File: src/rtl/wire_cmd_sequencer_pkg.sv
// rtl/wire_cmd_sequencer_pkg.sv - shared opcodes, states, field positions for wire_cmd_sequencer
// Contents: opcode constants, FSM state encoding, status-word bit positions,
// command-word field positions and slice helpers.
package wire_cmd_pkg;

  localparam logic [3:0] OP_NOP    = 4'd0;
  localparam logic [3:0] OP_ADD    = 4'd1;
  localparam logic [3:0] OP_SUB    = 4'd2;
  localparam logic [3:0] OP_MUL    = 4'd3;
  localparam logic [3:0] OP_SETLED = 4'd4;
  localparam logic [3:0] OP_CLEAR  = 4'd5;

  typedef enum logic [1:0] {
    ST_IDLE   = 2'd0,
    ST_EXEC   = 2'd1,
    ST_MUL    = 2'd2,
    ST_COMMIT = 2'd3
  } seq_state_t;

  // status_wire layout
  localparam int ST_TAG_LSB  = 0;
  localparam int ST_BUSY_BIT = 8;
  localparam int ST_ERR_BIT  = 9;
  localparam int ST_OVR_BIT  = 10;
  localparam int ST_OP_LSB   = 12;
  localparam int ST_CNT_LSB  = 16;

  // cmd_wire layout
  localparam int CMD_TAG_LSB = 0;
  localparam int CMD_OP_LSB  = 8;
  localparam int CMD_LED_LSB = 16;

  function automatic logic [7:0] cmd_tag(input logic [31:0] c);
    return c[CMD_TAG_LSB +: 8];
  endfunction

  function automatic logic [3:0] cmd_op(input logic [31:0] c);
    return c[CMD_OP_LSB +: 4];
  endfunction

  function automatic logic [7:0] cmd_led(input logic [31:0] c);
    return c[CMD_LED_LSB +: 8];
  endfunction

endpackage

File: src/rtl/wire_cmd_sequencer_if.sv
// rtl/wire_cmd_sequencer_if.sv - host wire bundle between okHost endpoints and the sequencer
// master: host side (drives cmd/opa/opb WireIns, reads result/status WireOuts, led_val)
// slave:  sequencer side
interface wire_cmd_sequencer_if;
  logic [31:0] cmd_wire;
  logic [31:0] opa_wire;
  logic [31:0] opb_wire;
  logic [31:0] result_wire;
  logic [31:0] status_wire;
  logic [7:0]  led_val;

  modport master (
    output cmd_wire, opa_wire, opb_wire,
    input  result_wire, status_wire, led_val
  );

  modport slave (
    input  cmd_wire, opa_wire, opb_wire,
    output result_wire, status_wire, led_val
  );
endinterface

File: src/rtl/seq_shift_add_mul.sv
// rtl/seq_shift_add_mul.sv - 32-cycle radix-2 shift-add unsigned multiplier (low 32 bits)
// Ports: ti_clk, reset (async, active-high), start (loads a/b), a, b,
//        done (high during the cycle whose edge performs step 31), p (product).
module seq_shift_add_mul (
  input  logic        ti_clk,
  input  logic        reset,
  input  logic        start,
  input  logic [31:0] a,
  input  logic [31:0] b,
  output logic        done,
  output logic [31:0] p
);

  logic [31:0] a_q;
  logic [31:0] b_q;
  logic [31:0] p_q;
  logic [4:0]  step_q;
  logic        run_q;

  // Combinational so the sequencer can leave its MUL state on the same edge
  // that retires the final step; p is valid the cycle after.
  assign done = run_q && (step_q == 5'd31);
  assign p    = p_q;

  always_ff @(posedge ti_clk or posedge reset) begin
    if (reset) begin
      a_q    <= '0;
      b_q    <= '0;
      p_q    <= '0;
      step_q <= '0;
      run_q  <= 1'b0;
    end else if (start) begin
      a_q    <= a;
      b_q    <= b;
      p_q    <= '0;
      step_q <= '0;
      run_q  <= 1'b1;
    end else if (run_q) begin
      if (b_q[0]) begin
        p_q <= p_q + a_q;
      end
      a_q    <= a_q << 1;
      b_q    <= b_q >> 1;
      step_q <= step_q + 5'd1;
      if (step_q == 5'd31) begin
        run_q <= 1'b0;
      end
    end
  end

endmodule

File: src/rtl/wire_cmd_sequencer.sv
// rtl/wire_cmd_sequencer.sv - tag-triggered host command sequencer (ADD/SUB/MUL/SETLED/CLEAR)
// Ports: ti_clk, reset (async, active-high), bus (wire_cmd_sequencer_if.slave:
//        cmd/opa/opb WireIns in, result/status WireOuts and led_val out).
// Params: MUL_EN (0 makes opcode 3 illegal), LED_RESET (led_val reset value).
module wire_cmd_sequencer
  import wire_cmd_pkg::*;
#(
  parameter bit         MUL_EN    = 1'b1,
  parameter logic [7:0] LED_RESET = 8'h00
) (
  input  logic               ti_clk,
  input  logic               reset,
  wire_cmd_sequencer_if.slave bus
);

  seq_state_t  state_q, state_nxt;
  logic [7:0]  last_tag_q, prev_tag_q;
  logic [7:0]  sh_tag_q, sh_led_q;
  logic [3:0]  sh_op_q;
  logic [31:0] sh_opa_q, sh_opb_q;
  logic [31:0] acc_q, result_q;
  logic [7:0]  led_q, done_tag_q;
  logic [3:0]  done_op_q;
  logic        err_q, ovr_q;
  logic [15:0] cnt_q;

  logic [7:0]  tag_in;
  logic [3:0]  op_in;
  logic        accept, mul_in, mul_done, sh_legal;
  logic [31:0] mul_p;

  assign tag_in = cmd_tag(bus.cmd_wire);
  assign op_in  = cmd_op(bus.cmd_wire);
  assign accept = (state_q == ST_IDLE) && (tag_in != last_tag_q);
  assign mul_in = MUL_EN && (op_in == OP_MUL);
  assign sh_legal = (sh_op_q <= OP_CLEAR) && !((sh_op_q == OP_MUL) && !MUL_EN);

  // Operands go straight from the WireIns at the accept edge, same as the shadows.
  seq_shift_add_mul u_mul (
    .ti_clk (ti_clk),
    .reset  (reset),
    .start  (accept && mul_in),
    .a      (bus.opa_wire),
    .b      (bus.opb_wire),
    .done   (mul_done),
    .p      (mul_p)
  );

  always_comb begin
    state_nxt = state_q;
    case (state_q)
      ST_IDLE:   if (accept) state_nxt = mul_in ? ST_MUL : ST_EXEC;
      ST_EXEC:   state_nxt = ST_COMMIT;
      ST_MUL:    if (mul_done) state_nxt = ST_COMMIT;
      ST_COMMIT: state_nxt = ST_IDLE;
      default:   state_nxt = ST_IDLE;
    endcase
  end

  always_ff @(posedge ti_clk or posedge reset) begin
    if (reset) state_q <= ST_IDLE;
    else       state_q <= state_nxt;
  end

  always_ff @(posedge ti_clk or posedge reset) begin
    if (reset) begin
      last_tag_q <= '0;
      prev_tag_q <= '0;
      sh_tag_q   <= '0;
      sh_led_q   <= '0;
      sh_op_q    <= '0;
      sh_opa_q   <= '0;
      sh_opb_q   <= '0;
      acc_q      <= '0;
      result_q   <= '0;
      led_q      <= LED_RESET;
      done_tag_q <= '0;
      done_op_q  <= '0;
      err_q      <= 1'b0;
      ovr_q      <= 1'b0;
      cnt_q      <= '0;
    end else begin
      prev_tag_q <= tag_in;
      // Any tag movement while not idle means the host outran us; only the
      // tag present when we return to IDLE is executed.
      if ((state_q != ST_IDLE) && (tag_in != prev_tag_q)) begin
        ovr_q <= 1'b1;
      end
      if (accept) begin
        last_tag_q <= tag_in;
        sh_tag_q   <= tag_in;
        sh_op_q    <= op_in;
        sh_led_q   <= cmd_led(bus.cmd_wire);
        sh_opa_q   <= bus.opa_wire;
        sh_opb_q   <= bus.opb_wire;
      end
      if (state_q == ST_EXEC) begin
        if (sh_op_q == OP_ADD)      acc_q <= sh_opa_q + sh_opb_q;
        else if (sh_op_q == OP_SUB) acc_q <= sh_opa_q - sh_opb_q;
      end
      if (state_q == ST_COMMIT) begin
        done_tag_q <= sh_tag_q;
        done_op_q  <= sh_op_q;
        err_q      <= !sh_legal;
        cnt_q      <= cnt_q + 16'd1;
        case (sh_op_q)
          OP_ADD, OP_SUB: result_q <= acc_q;
          OP_MUL:         if (MUL_EN) result_q <= mul_p;
          OP_SETLED:      led_q <= sh_led_q;
          OP_CLEAR: begin
            result_q <= '0;
            cnt_q    <= '0;
            ovr_q    <= 1'b0;
          end
          default: ;
        endcase
      end
    end
  end

  always_comb begin
    bus.status_wire = '0;
    bus.status_wire[ST_TAG_LSB +: 8]  = done_tag_q;
    bus.status_wire[ST_BUSY_BIT]      = (state_q != ST_IDLE);
    bus.status_wire[ST_ERR_BIT]       = err_q;
    bus.status_wire[ST_OVR_BIT]       = ovr_q;
    bus.status_wire[ST_OP_LSB +: 4]   = done_op_q;
    bus.status_wire[ST_CNT_LSB +: 16] = cnt_q;
  end

  assign bus.result_wire = result_q;
  assign bus.led_val     = led_q;

endmodule

File: src/flat_wrapper.sv
// flat-port wrapper written by rule: the top's interface ports become plain ports
module wire_cmd_sequencer_flat import wire_cmd_pkg::*;
#(
  parameter bit         MUL_EN    = 1'b1,
  parameter logic [7:0] LED_RESET = 8'h00
)
  (ti_clk, reset, bus_cmd_wire, bus_opa_wire, bus_opb_wire, bus_result_wire, bus_status_wire, bus_led_val);
  wire_cmd_sequencer_if bus_i ();
  input  logic ti_clk;
  input  logic reset;
  input wire logic [$bits(bus_i.cmd_wire)-1:0] bus_cmd_wire;
  input wire logic [$bits(bus_i.opa_wire)-1:0] bus_opa_wire;
  input wire logic [$bits(bus_i.opb_wire)-1:0] bus_opb_wire;
  output wire logic [$bits(bus_i.result_wire)-1:0] bus_result_wire;
  output wire logic [$bits(bus_i.status_wire)-1:0] bus_status_wire;
  output wire logic [$bits(bus_i.led_val)-1:0] bus_led_val;
  assign bus_i.cmd_wire = bus_cmd_wire;
  assign bus_i.opa_wire = bus_opa_wire;
  assign bus_i.opb_wire = bus_opb_wire;
  assign bus_result_wire = bus_i.result_wire;
  assign bus_status_wire = bus_i.status_wire;
  assign bus_led_val = bus_i.led_val;
  wire_cmd_sequencer #(.MUL_EN(MUL_EN), .LED_RESET(LED_RESET)) u_core (.ti_clk(ti_clk), .reset(reset), .bus(bus_i));
endmodule
File: config.mk
export PLATFORM = sky130hd
export DESIGN_NAME = wire_cmd_sequencer_flat
export DESIGN_NICKNAME = d
export VERILOG_FILES = /design/src/rtl/wire_cmd_sequencer_pkg.sv /design/src/rtl/wire_cmd_sequencer_if.sv /design/src/rtl/seq_shift_add_mul.sv /design/src/rtl/wire_cmd_sequencer.sv /design/src/flat_wrapper.sv
export SDC_FILE = /design/constraint.sdc
export NUM_CORES = 1
export LEC_CHECK = 0
export BUFFER_PORTS_ARGS = -buffer_cell sky130_fd_sc_hd__buf_2
export CAP_MARGIN = 20
export CORE_ASPECT_RATIO = 0.7
export CORE_MARGIN = 4
export CORE_UTILIZATION = 54
export CTS_CLUSTER_SIZE = 8
export DETAILED_ROUTE_END_ITERATION = 10
export PLACE_DENSITY = 0.75
export SLEW_MARGIN = 5
export SYNTH_ARGS = -nofsm -noshare
export SYNTH_HDL_FRONTEND = slang
export SYNTH_HIERARCHICAL = 1
export SYNTH_SLANG_ARGS = --single-unit
File: constraint.sdc
create_clock -name ti_clk -period 6.4 [get_ports ti_clk]
set_input_delay 1.28 -clock ti_clk [delete_from_list [all_inputs] [get_ports ti_clk]]
set_output_delay 1.28 -clock ti_clk [all_outputs]
set_load 0.02 [all_outputs]
After elaboration in Yosys (flattened, before gate mapping) --
Cells that the tools add are included. W data, S select, Z words.
Storage, ports and cells: register bits after elaboration 298, latch bits 0, RAM bits 0, ROM bits 0, bits of input ports 98, output and inout bits 72, logic and storage cells 80, memories 0
Cells by class: add/sub/neg operators 5, multipliers 0, div/mod/pow operators 0, order comparisons 1, equal/unequal tests 14, shift operators 0, muxes and demuxes 23, bitwise operators 0, reductions and logical operators 17
Operators with widths (count):
- $mux W32 | 9
- $pmux W32 S3 | 1
- $add A32 B32 Y32 | 2
- $sub A32 B32 Y32 | 1
- $add A16 B1 Y16 const B | 1
- $mux W16 | 1
- $ne A8 B8 Y1 | 2
- $eq A4 B2 Y1 const B | 3
- $mux W5 | 2
- $reduce_and A2 Y1 | 5
- $eq A4 B3 Y1 const B | 2
- $pmux W2 S4 | 1
- $reduce_bool A2 Y1 | 4
- $mux W1 | 6
- $mux W2 | 3
- $add A5 B1 Y5 const B | 1
- $eq A5 B5 Y1 const B | 1
- $eq A2 B2 Y1 const B | 2
- $eq A4 B1 Y1 const B | 1
- $le A4 B3 Y1 const B | 1
- $logic_and A1 B1 Y1 | 4
- $ne A2 B1 Y1 const B | 2
- $reduce_bool A3 Y1 | 1
- $eq A2 B1 Y1 const B | 1
- 3 further kinds | 3

Logic depth before layout (Yosys ltp) --
depth in word-level cells 5, gate-level depth with buffers 17

Modules after synthesis --
Netlist, hierarchy kept.
By module, submodules not included:
- wire_cmd_sequencer | instances 1, cells each 959, area an instance 10259.8 sq um, sequential area each 4904.7 sq um
- seq_shift_add_mul | instances 1, cells each 646, area an instance 6029.5 sq um, sequential area each 2552.4 sq um

Worst setup path before layout --
No wires, ideal clock.
path type register to register, start point register u_core.sh_opb_q[5], end point register u_core.acc_q[30], data arrival time 3.629 ns, path slack 2.702 ns, stages on the path, launching flop included 16, clock period less this slack 3.698 ns, cell sequence dfrtp_1 > nor4_4 > nand3b_2 > or4_4 > or2_4 > o41ai_1 > xnor2_1 > ha_1 > o21ai_0 > nand2_1 > a21oi_1 > or2_2 > a211oi_1 > o21a_1 > or4_1 > nand3_1
Between the ends: cells in the longest elaborated chain, start to end 3, elaborated cells between the ends (all ways) 4
RTL lines:
- from (decl) | line wire_cmd_sequencer.sv:20 | logic [31:0] sh_opa_q, sh_opb_q;
- from (signal assigned) | line wire_cmd_sequencer.sv:95 | sh_opb_q <= bus.opb_wire;
- $sub A32 B32 Y32 | line wire_cmd_sequencer.sv:99 | else if (sh_op_q == OP_SUB) acc_q <= sh_opa_q - sh_opb_q;
- $mux W32 | line wire_cmd_sequencer.sv:99
- $mux W32 * | line wire_cmd_sequencer.sv:98 | if (sh_op_q == OP_ADD) acc_q <= sh_opa_q + sh_opb_q;
- to (signal assigned) | line wire_cmd_sequencer.sv:98
- to (signal assigned) | line wire_cmd_sequencer.sv:99
- to (decl) | line wire_cmd_sequencer.sv:21 | logic [31:0] acc_q, result_q;
Every way passes the cells marked *; elsewhere a longest branch is shown, timed or not. The select of a mux whose other input is x is not followed. A chain may end at the register's enable or synchronous reset.

Worst setup path after layout --
start point register u_core.sh_op_q[2], end point register u_core.acc_q[29]
Between the ends: cells in the longest elaborated chain, start to end 3, elaborated cells between the ends (all ways) 5
RTL lines:
- from (decl) | line wire_cmd_sequencer.sv:19 | logic [3:0] sh_op_q;
- from (signal assigned) | line wire_cmd_sequencer.sv:92 | sh_op_q <= op_in;
- $eq A4 B2 Y1 or $eq A4 B1 Y1 (tied branches) | line wire_cmd_sequencer.sv:99, wire_cmd_sequencer.sv:98
- $reduce_bool A2 Y1 (no line)
- $reduce_and A2 Y1 (no line)
Parallel ways exist; a longest one is shown, timed or not.

==> impl_summary.md <==
STA
At the pin with the least slew margin, the transition time is 952 ps. Setup repair after global routing left no endpoint under its margin. The final setup violation count is 0. The worst-case clock skew is 18.4 ps. For the final routed database, the setup TNS stands at 0 ps.

The period utilization is 0.722. Subtracting the final worst setup slack from the clock period gives 4620 ps. The final critical-path setup slack is 1780 ps. The number of endpoints with negative hold slack in the final report is 0. Derived from the worst setup path, the maximum achievable clock frequency is 216 MHz. The worst slew margin relative to its limit is 0.364. The total count of max-transition violations in the final report is 0.

Final layout
The count of filler cells inserted in the layout is 2396. The final layout contains 1918 nets. The post-synthesis to final-layout area growth is 13.6%.

The fraction of layout instances using a drive strength above 1 is 0.206.

Synth
After synthesis, the largest family of logic cells by area is compound AO/OA/AOI/OAI gates. The cell area after synthesis is 16300 um2. The compound-cell area share of the yosys netlist came to 0.160. The most used flip-flop cell after synthesis is dfrtp_1.

The number of synthesized flops with an enable pin is 0. After synthesis, the netlist uses 83 different library cells. Of the total synthesized cell area, the portion taken by full adders, half adders and majority gates is 0.0624. The fraction of registers with async set/reset is 1.00.

The share of the Yosys chip area taken by registers is 0.458. The number of warning messages in the yosys log is 6. The number of synthesized register bits is 298. The synthesized area per cell is 10.1 um2.

The xor/xnor cell area share of the yosys netlist is 0.0581. The portion of synthesized area spent on multiplexers is 0.113. After technology mapping, the gate count stands at 1605. Of the total synthesized cell area, the portion taken by AND, OR, NAND and NOR gates is 0.121. The total nets after synthesis is 1783.

Worst setup path
For flop-to-flop paths, the worst setup slack is 1780 ps. The critical path's largest stage delay is 630 ps. The cell with the largest stage delay on the worst path is nand2_1. Broken down by cell family, the worst path's largest delay share belongs to compound AO/OA/AOI/OAI gates. The kind of capture point of the worst setup path is a flop. The critical path data required time is 6870 ps.

The data arrival time of the worst path is 5090 ps. The critical path contains buffers and inverters numbering 0 combined. STA classifies the critical path startpoint as a flop.

Walking the worst path, the cells encountered are nor2_1 -> nand2_1 -> o21ai_0 -> ha_1 -> a211oi_1 -> nor3b_1 -> o21ai_0 -> a21oi_1 -> o31ai_1 -> a211oi_1 -> nor4_1 -> nand3b_1. The critical path is of the reg2reg type. The highest fanout seen on the critical path is 23.

CTS
At the later pin of the worst-skew pair, clock insertion delay measures 550 ps. The root buffer cell is clkbuf_16. The post-CTS setup buffer count is 0. The H-tree was split into 2 levels.

The clock tree from TritonCTS is done. Counting along the longest clock path gives a buffer depth of 3. The number of resized instances in the post-cts repair step is 0. The number of buffers inserted by hold repair at cts is 0. After clock tree synthesis, the clock-pin slew on the worst setup and hold paths is 50 ps.

The tree built by TritonCTS fans out to 298 sinks. In this run, CTS created clock tree buffers numbering 43.

Routing
Detailed routing inserted a total of 12600 vias. In this run the remaining antenna-violating nets after routing total 0. The iteration-0 DRC count of the detailed router is 1159. The iteration count of the initial detailed-routing pass is 5.

The average routed wire per standard cell is 19.2 um. The post-detailed-route DRC marker count is 0. Summed over all layers, the routed wires come to 40.8 mm. Using the TritonRoute via totals, the vias-per-cell ratio works out to 5.93.

Power and ir drop
The total power per unit cell area is 644 nW/um2. The internal cell power is 6780 uW. For this design the total switching power over the nets is 5140 uW. The switching part of the total power is 0.431.

Across the VDD grid, the largest voltage drop is 0.313 mV. The leakage power total is 0.00839 uW. The clock network fraction of total power is 0.164. The sequential group share of total power is 0.294. The share of power burned in combinational logic is 0.542.

Global routing
The via count of the first global-routing pass is 12500. The first global-routing pass estimated 66.7 mm of wire. The all-layer global routing usage is 0.246. The initial antenna violation count is 1.

The total congestion overflow is 0. The largest net degree at the start of global routing is 166.

Placed design
Routability-driven placement finished with a final weighted congestion of 0.925. The number of port buffers is 156. The placed wire-length estimate is 28.8 mm. The worst slack after detailed placement is 1860 ps.

Floorplan
The floorplan step defined a die boundary enclosing 33100 um2. During I/O placement, the number of pins put on the boundary was 170. The floorplan step defined a core boundary enclosing 29300 um2. The initial utilization of the core area, before any placement, comes to 0.556. The number of cell rows is 52. The floorplan step set the die height to 153 um. Measured along the x axis, the die boundary spans 216 um.

Outcome
The run finished with clean final reports.

Flow run
The max-cap check violation count is 0.

Hold path
The min-delay analysis places its worst path in the category reg2reg.
-- cells by family after synthesis --
| group | Yosys count |
|---|---|
| AO/OA/AOI/OAI | 417 |
| XOR/XNOR | 108 |
| adder cells (fa/ha/maj) | 80 |
| buffers and inverters | 108 |
| flip-flops | 298 |
| multiplexers | 171 |
| other | 1 |
| AND/OR/NAND/NOR | 422 |
-- routing by layer --
metal | track usage | wire length (um)
met1 | 0.363 | 19200
met2 | 0.377 | 18300
met3 | 0.0435 | 2410
met4 | 0.0668 | 893
met5 | 0 | 0
-- cell usage after synthesis, types with 5 or more instances --
cell type,n,share of area
o21a_1,13,0.0060
mux2_2,106,0.073
clkbuf_1,64,0.015
or3_1,5,0.0019
and3_1,9,0.0035
and2_1,7,0.0027
nand3_1,18,0.0055
o211ai_1,9,0.0041
buf_4,6,0.0028
nand2b_1,12,0.0046
nand2_1,225,0.052
xnor2_1,59,0.032
mux2i_1,65,0.040
nor3_1,12,0.0037
nor2_1,67,0.015
nor3b_1,8,0.0037
inv_1,30,0.0069
dfrtp_1,298,0.46
buf_1,5,0.0012
a21o_1,31,0.014
ha_1,78,0.060
nor2b_1,5,0.0019
a22oi_1,33,0.015
xor2_1,49,0.026
nand4_1,13,0.0050
a211oi_1,15,0.0069
a21oi_1,85,0.026
o21ai_0,159,0.049
nand3b_1,5,0.0023
a31oi_1,11,0.0042
o21ai_1,5,0.0015
o31ai_1,13,0.0060
nor4_1,8,0.0031
-- power by group through the flow --
| stage | registers (uW) | logic, uW | clock network (uW) |
|---|---|---|---|
| finish | 3510 | 6460 | 1960 |
| global route | 3620 | 7160 | 2110 |
| CTS | 3500 | 6390 | 2010 |
| detailed placement | 3520 | 6340 | 0 |
| global placement | 3470 | 6160 | 0 |
| floorplan | 3460 | 4880 | 0 |
-- placed cells by master, fill, tap and decap left out, drive strengths merged, types with 11 or more instances in the layout --
master	synthesis	final
dfrtp	298	298
nand2	225	225
buf	13	168
o21ai	164	164
mux2	106	106
a21oi	87	87
ha	78	78
nor2	67	67
mux2i	65	65
xnor2	59	59
xor2	49	49
clkbuf	65	44
a22oi	33	33
a21o	32	32
inv	30	29
nand3	18	18
a211oi	17	17
o31ai	15	15
nand4	13	13
o21a	13	13
nor3	13	13
nand2b	13	13
a31oi	11	11
-- flip-flops by register name, indices dropped and copies added (netlist names), 8 cells and up --
register                count
u_core/sh_led_q             8
u_core/u_mul/b_q           32
u_core/sh_tag_q             8
u_core/u_mul/p             32
u_core/bus.result_wire     32
u_core/acc_q               32
u_core/sh_opb_q            32
u_core/sh_opa_q            32
u_core/done_tag_q           8
u_core/u_mul/a_q           32
u_core/prev_tag_q           8
u_core/cnt_q               16
u_core/bus.led_val          8
-- per-stage QoR --
stage / cell area (um2) / power (uW) / instances / util / hold WS (ps)
2_1_floorplan: 16300 / 8340 / 1605 / - / 447
3_3_place_gp: 17400 / 9630 / 2072 / 0.593 / 457
3_5_place_dp: 17400 / 9860 / 2072 / 0.593 / 466
4_1_cts: 18500 / 11900 / 2119 / 0.631 / 477
5_1_grt: 18500 / 12900 / 2121 / 0.632 / 492
6_report: 18500 / 11900 / 2121 / 0.632 / 472
-- path summary, 6_finish.rpt --
check                                           start                    endpoint  depth (start not counted)
setup / recovery                    u_core/sh_op_q[2]            u_core/acc_q[29]                         12
hold / removal             u_core/bus.result_wire[21]  u_core/bus.result_wire[21]                          2
setup reg to reg                    u_core/sh_op_q[2]            u_core/acc_q[29]                         12
hold reg to reg            u_core/bus.result_wire[21]  u_core/bus.result_wire[21]                          2
max in group asynchronous                       reset        u_core/u_mul/a_q[29]                          3
min in group asynchronous                       reset         u_core/u_mul/b_q[0]                          2
-- worst register-to-register path, stage by stage, from the launching register on --
cell and delay (ps):
dfrtp_1 420, nor2_1 270, nand2_1 630, o21ai_0 610
ha_1 330, a211oi_1 330, nor3b_1 150, o21ai_0 500
a21oi_1 210, o31ai_1 520, a211oi_1 180, nor4_1 280
nand3b_1 130
-- final cells by class --
| type | count | area, um2 | area share |
|---|---|---|---|
| tap | 378 | 473 | 0.0255 |
| inverter | 30 | 119 | 0.00642 |
| clock inverter | 3 | 41.3 | 0.00223 |
| multi-input combinational | 1199 | 8420 | 0.455 |
| sequential | 298 | 7460 | 0.403 |
| clock buffer | 44 | 1080 | 0.0583 |
| timing repair buffer | 168 | 916 | 0.0495 |
| antenna | 1 | 2.50 | 0.000135 |
Power figures use the tool's default switching activity.
